## config.mk

```make
export PLATFORM = sky130hd
export DESIGN_NAME = mips_memory_access_controller
export DESIGN_NICKNAME = d
export VERILOG_FILES = /design/src/rtl/mips_memory_access_controller_pkg.sv /design/src/rtl/mips_memory_access_lane_format.sv /design/src/rtl/mips_memory_access_controller.sv
export SDC_FILE = /design/constraint.sdc
export NUM_CORES = 1
export LEC_CHECK = 0
export ABC_AREA = 1
export CAP_MARGIN = 25
export CORE_UTILIZATION = 60
export CTS_CLUSTER_SIZE = 40
export DETAILED_ROUTE_END_ITERATION = 10
export DONT_BUFFER_PORTS = 1
export PLACE_DENSITY = 0.85
export SKIP_CTS_REPAIR_TIMING = 1
export SLEW_MARGIN = 20
export SYNTH_ARGS = -nofsm -noshare
export SYNTH_HDL_FRONTEND = slang
export SYNTH_HIERARCHICAL = 1
export SYNTH_SLANG_ARGS = --single-unit
```

## constraint.sdc

```tcl
create_clock -name clock -period 6.31 [get_ports clock]
set_clock_uncertainty 0.05 [all_clocks]
set_input_delay 1.262 -clock clock [delete_from_list [all_inputs] [get_ports clock]]
set_output_delay 1.262 -clock clock [all_outputs]
set_load 0.05 [all_outputs]
```

## src/rtl/mips_memory_access_controller_pkg.sv

```systemverilog
// rtl/mips_memory_access_controller_pkg.sv - shared encodings and helpers for the MEM-stage access controller
package mips_memory_access_controller_pkg;

    localparam logic [1:0] SIZE_BYTE = 2'd0;
    localparam logic [1:0] SIZE_HALF = 2'd1;
    localparam logic [1:0] SIZE_WORD = 2'd2;

    typedef enum logic [1:0] {
        ST_IDLE   = 2'd0,
        ST_ACCESS = 2'd1,
        ST_DONE   = 2'd2
    } state_e;

    localparam logic [3:0] BE_BYTE0   = 4'b0001;
    localparam logic [3:0] BE_HALF_LO = 4'b0011;
    localparam logic [3:0] BE_HALF_HI = 4'b1100;
    localparam logic [3:0] BE_WORD    = 4'b1111;

    // Reserved size 3 behaves as a word, so it shares the word alignment rule.
    function automatic logic is_misaligned(input logic [1:0] sz, input logic [1:0] offset);
        return ((sz == SIZE_HALF) && offset[0]) ||
               ((sz[1] == 1'b1) && (offset != 2'b00));
    endfunction

endpackage

```

## src/rtl/mips_memory_access_lane_format.sv

```systemverilog
// rtl/mips_memory_access_lane_format.sv - byte enables, store lane replication and load extraction
module mips_memory_access_lane_format
    import mips_memory_access_controller_pkg::*;
(
    input  logic [1:0]  size,
    input  logic [1:0]  offset,
    input  logic        sign_extend,
    input  logic [31:0] wdata,
    input  logic [31:0] rdata,
    output logic [3:0]  be,
    output logic [31:0] wdata_lanes,
    output logic [31:0] rdata_ext
);

    logic [7:0]  byte_sel;
    logic [15:0] half_sel;

    always_comb begin
        byte_sel    = rdata[{offset, 3'b000} +: 8];
        half_sel    = offset[1] ? rdata[31:16] : rdata[15:0];
        be          = BE_WORD;
        wdata_lanes = wdata;
        rdata_ext   = rdata;
        case (size)
            SIZE_BYTE: begin
                be          = BE_BYTE0 << offset;
                wdata_lanes = {4{wdata[7:0]}};
                rdata_ext   = {{24{sign_extend & byte_sel[7]}}, byte_sel};
            end
            SIZE_HALF: begin
                be          = offset[1] ? BE_HALF_HI : BE_HALF_LO;
                wdata_lanes = {2{wdata[15:0]}};
                rdata_ext   = {{16{sign_extend & half_sel[15]}}, half_sel};
            end
            default: begin
                be          = BE_WORD;
                wdata_lanes = wdata;
                rdata_ext   = rdata;
            end
        endcase
    end

endmodule

```

## src/rtl/mips_memory_access_controller.sv

```systemverilog
// rtl/mips_memory_access_controller.sv - MEM-stage data-memory sequencer; MIPS_MEMORY_ACCESS_CONTROLLER_STORE_BUFFER_EN adds a posted store buffer
module mips_memory_access_controller
    import mips_memory_access_controller_pkg::*;
#(
    parameter int ADDR_W  = 32,
    parameter int DATA_W  = 32,
    parameter int TIMEOUT = 255
) (
    input  logic              clock,
    input  logic              resetN,
    input  logic              load,
    input  logic              store,
    input  logic [1:0]        size,
    input  logic              signExtend,
    input  logic [ADDR_W-1:0] address,
    input  logic [DATA_W-1:0] writeData,
    input  logic              advance,
    output logic              stall,
    output logic [DATA_W-1:0] readData,
    output logic              done,
    output logic              misaligned,
    output logic              busError,
    output logic              memReq,
    output logic              memWe,
    output logic [ADDR_W-1:0] memAddr,
    output logic [DATA_W-1:0] memWdata,
    output logic [3:0]        memBe,
    input  logic              memAck,
    input  logic [DATA_W-1:0] memRdata
);

    localparam int CNT_W = (TIMEOUT > 1) ? $clog2(TIMEOUT) : 1;

    state_e           state;
    logic [1:0]       lat_size;
    logic [1:0]       lat_offset;
    logic             lat_sign;
    logic [CNT_W-1:0] count;

    logic        req_valid;
    logic        mis;
    logic        timeout_hit;
    logic        blocked;
    logic        posted;
    logic [1:0]  fmt_size;
    logic [1:0]  fmt_offset;
    logic        fmt_sign;
    logic [3:0]  fmt_be;
    logic [31:0] fmt_wdata;
    logic [31:0] fmt_rdata;

    assign req_valid   = advance & (load | store);
    assign mis         = is_misaligned(size, address[1:0]);
    assign timeout_hit = (TIMEOUT != 0) && (count == CNT_W'(TIMEOUT - 1));

`ifdef MIPS_MEMORY_ACCESS_CONTROLLER_STORE_BUFFER_EN
    // The held memory-port registers are the single buffer entry; an
    // outstanding drain in IDLE means the entry is still occupied.
    assign blocked = memReq;
    assign posted  = store;
`else
    assign blocked = 1'b0;
    assign posted  = 1'b0;
`endif

    // One formatter serves both directions: live inputs when issuing, latched ones on ack.
    assign fmt_size   = (state == ST_IDLE) ? size         : lat_size;
    assign fmt_offset = (state == ST_IDLE) ? address[1:0] : lat_offset;
    assign fmt_sign   = (state == ST_IDLE) ? signExtend   : lat_sign;

    mips_memory_access_lane_format u_lane_format (
        .size        (fmt_size),
        .offset      (fmt_offset),
        .sign_extend (fmt_sign),
        .wdata       (writeData),
        .rdata       (memRdata),
        .be          (fmt_be),
        .wdata_lanes (fmt_wdata),
        .rdata_ext   (fmt_rdata)
    );

    assign stall = (state == ST_ACCESS) ||
                   ((state == ST_IDLE) && req_valid && !mis && (blocked || !posted));

    always_ff @(posedge clock or negedge resetN) begin
        if (!resetN) begin
            state      <= ST_IDLE;
            readData   <= '0;
            done       <= 1'b0;
            misaligned <= 1'b0;
            busError   <= 1'b0;
            memReq     <= 1'b0;
            memWe      <= 1'b0;
            memAddr    <= '0;
            memWdata   <= '0;
            memBe      <= 4'b0000;
            lat_size   <= SIZE_BYTE;
            lat_offset <= 2'b00;
            lat_sign   <= 1'b0;
            count      <= '0;
        end else begin
            done       <= 1'b0;
            misaligned <= 1'b0;
            busError   <= 1'b0;

            // Port handshake is shared by blocking accesses and background drains.
            if (memReq) begin
                if (memAck) begin
                    memReq <= 1'b0;
                    count  <= '0;
                end else if (timeout_hit) begin
                    memReq   <= 1'b0;
                    busError <= 1'b1;
                    count    <= '0;
                end else begin
                    count <= count + 1'b1;
                end
            end

            case (state)
                ST_IDLE: begin
                    if (req_valid) begin
                        if (mis) begin
                            misaligned <= 1'b1;
                        end else if (!blocked) begin
                            memReq     <= 1'b1;
                            memWe      <= store;
                            memAddr    <= {address[ADDR_W-1:2], 2'b00};
                            memBe      <= fmt_be;
                            memWdata   <= fmt_wdata;
                            lat_size   <= size;
                            lat_offset <= address[1:0];
                            lat_sign   <= signExtend;
                            readData   <= '0;
                            if (posted) begin
                                done <= 1'b1;
                            end else begin
                                state <= ST_ACCESS;
                            end
                        end
                    end
                end
                ST_ACCESS: begin
                    if (memAck) begin
                        readData <= memWe ? '0 : fmt_rdata;
                        done     <= 1'b1;
                        state    <= ST_DONE;
                    end else if (timeout_hit) begin
                        state <= ST_IDLE;
                    end
                end
                ST_DONE: begin
                    readData <= '0;
                    state    <= ST_IDLE;
                end
                default: state <= ST_IDLE;
            endcase
        end
    end

endmodule

```

==> impl_metrics.json <==
{
  "syn_area_per_cell_um2": 7.370,
  "numCtsBuffers": 17,
  "p_seq_share_pct": 52.5,
  "ys_types": 29,
  "p_leak_nw": 3.712,
  "ys.flop_type": "dfrtp_1",
  "slew_violations": 0,
  "start_util_pct": 61.59,
  "vdd_drop_max_v": 0.0002235,
  "syn_inst": 855,
  "cts_tree": "built",
  "clock_latency_ns": 0.52,
  "hold_path_class": "in2async",
  "top_level_ports": 211,
  "die_x_um": 104.5,
  "slew_headroom_pct": 35.20,
  "grt_pass1_vias": 4997,
  "rsz0062_at_grt": "false",
  "ys_top_cells_by_area": "dfrtp_1 47%, nand2_1 22%, nand3_1 12%",
  "area_growth_pct": 7.526,
  "cts-root-buf": "clkbuf_8",
  "cp.required_ns": 5.00,
  "use_met2_pct": 45.22,
  "drc": 0,
  "via_count": 5436,
  "period_share_pct": 55.85,
  "layout-drive-gt1-share_pct": 8.971,
  "setup_viol": 0,
  "fmax_mhz": 283.8,
  "grt_max_degree": 119,
  "globalplace.congestion": 0.8829,
  "arrival_ns": 2.21,
  "yosysMostFrequentCell": "nand2_1",
  "yosys_warnings": 6,
  "drt_wl_total_um": 16060,
  "fillers": 885,
  "status": "completed",
  "final.setup.tns_ns": 0,
  "grt_use_met1_pct": 39.67,
  "h-tree-depth": 4,
  "design_area_mm2": 0.006775,
  "fin_total_pwr_mw": 3.286,
  "comb_power_share_pct": 17.8,
  "core_mm2": 0.01023,
  "antenna_found_initial": 0,
  "wl_per_cell_um": 16.52,
  "regToRegStartpoint": "state[1]$_DFFE_PN0P_",
  "max_cap_violations": 0,
  "detail-route-antenna-nets": 0,
  "seq_area_mm2": 0.002953,
  "final_util_pct": 66.22,
  "n_antenna_cell": 0,
  "busiest_layer": "met2",
  "synth.top_cell.area_share_pct": 46.86,
  "die-area_mm2": 0.01092,
  "die_h_um": 104.5,
  "switchingPower_mw": 1.512,
  "fin_hold_ws_ns": 0.3864,
  "crit_path_start_kind": "input pin",
  "clockBufferDepth": 2,
  "synth_seq_area_share_pct": 46.86,
  "num-nets-final": 931,
  "syn_area_mm2": 0.006301,
  "startpoint": "store",
  "p_per_area_mw_per_mm2": 484.9,
  "gr-total-overflow": 0,
  "grtUsageMet3_pct": 11.03,
  "hold_viol": 0,
  "drt_pass1_iterations": 5,
  "pwr-share-clk_pct": 29.7,
  "multi_input_area_mm2": 0.002755,
  "worstSetupPathType": "in2out",
  "clock_sinks": 118,
  "drtIter0Drc": 408,
  "grt_usage_pct": 30.40,
  "rows": 37,
  "async_flop_share_pct": 100.0,
  "end_kind": "output port",
  "grt_pass1_wl_um": 25610,
  "place_area_mm2": 0.006167,
  "yosys-top-cells-count": "369 x nand2_1, 157 x nand3_1, 118 x dfrtp_1, 49 x inv_1, 31 x nor2_1",
  "yosys_register_bits": 118,
  "clk_pin_slew_worst_paths_ns": 0.06,
  "cp_max_fo": 3,
  "period_needed_ns": 3.524,
  "port_buffers": 0,
  "reg2reg_depth": 13,
  "vias_per_cell": 5.593,
  "switching_share_pct": 46.03,
  "hpwl_um": 10730,
  "internal_power_mw": 1.773,
  "synth_edf_count": 0,
  "synth_top_area_cell": "dfrtp_1",
  "worstMarginPinSlew_ns": 0.9710
}
==> layer usage <==
metal  share of wire, %  vias to the layer above  wire length (um)
met5                  0                        -                 0
li1                   -                     2607                 -
met4                2.5                        0               408
met1                 41                     2504              6645
met2                 46                      289              7370
met3                 10                       36              1638
==> state kept, by name, summed over array words and instances, names as in the netlist <==
register / cells
memWdata: 32
readData: 32
memAddr: 30
count: 8
memBe: 4
lat_offset: 2
lat_size: 2
state: 2
busError: 1
done: 1
lat_sign: 1
memReq: 1
memWe: 1
misaligned: 1
==> critical path: stages <==
cell and delay, ns:
o21ai_1 0.48, nor2_4 0.06, nand2_2 0.08, nand2_1 0.31
==> kinds of logic (layout without fill, tap and decap cells) <==
family	after synthesis	after routing	synth area share, %
XOR/XNOR	3	3	0.4171
flip-flops	118	118	46.86
AND/OR/NAND/NOR	585	585	40.09
other	1	2	0.05951
buffers and inverters	116	96	9.611
adder cells (fa/ha/maj)	2	2	0.3971
AO/OA/AOI/OAI	30	30	2.562
==> final timing paths <==
path                                             endpoint  slack (ns)
worst max-delay path                                stall        2.79
worst min-delay path                 count[5]$_DFFE_PN0P_        0.39
worst max register to register   readData[13]$_DFFE_PN0P_        3.37
worst min register to register  lat_offset[0]$_DFFE_PN0P_        0.44
max in group asynchronous        memWdata[27]$_DFFE_PN0P_        5.67
min in group clock              lat_offset[0]$_DFFE_PN0P_        0.44
==> cell usage in the layout, fill, tap and decap left out <==
master / count
o21ai_1: 7
nand2_2: 6
clkbuf_8: 6
clkinv_2: 1
o21ai_2: 1
nand3_4: 2
nor2_2: 11
inv_6: 3
or2_1: 1
inv_2: 5
nand2_4: 4
xnor2_1: 2
nor2_1: 31
inv_1: 49
nand3_2: 3
buf_4: 8
ha_1: 2
a21oi_2: 1
dfrtp_1: 118
bufinv_16: 3
xor2_1: 1
nand2_1: 367
nand4_1: 1
conb_1: 2
o211ai_1: 3
nand3_1: 157
a21oi_1: 2
o21ai_0: 16
clkinvlp_4: 3
clkbuf_1: 2
nor2_4: 2
clkbuf_16: 16
==> layout make-up <==
type / count / share of cell area, %
Multi-Input combinational cell: 622 / 40.66
Timing Repair Buffer: 8 / 0.8864
Clock buffer: 24 / 7.239
Tap cell: 136 / 2.512
Sequential cell: 118 / 43.58
Clock inverter: 7 / 1.736
Inverter: 57 / 3.380
==> power by group through the flow <==
stage | registers (mW) | logic, mW | clock network (mW)
6_report | 1.72 | 0.586 | 0.975
5_1_grt | 1.74 | 0.677 | 1.02
4_1_cts | 1.72 | 0.585 | 0.988
3_5_place_dp | 1.73 | 0.580 | 0
3_3_place_gp | 1.73 | 0.562 | 0
2_1_floorplan | 1.68 | 0.512 | 0
==> per-stage QoR <==
step	worst slack [ns]	std cells
after floorplan	2.745	856
after global placement	2.800	941
after detailed placement	2.794	941
final	2.786	972
after CTS	2.793	972
after global routing	2.703	972
Power figures use the tool's default switching activity.
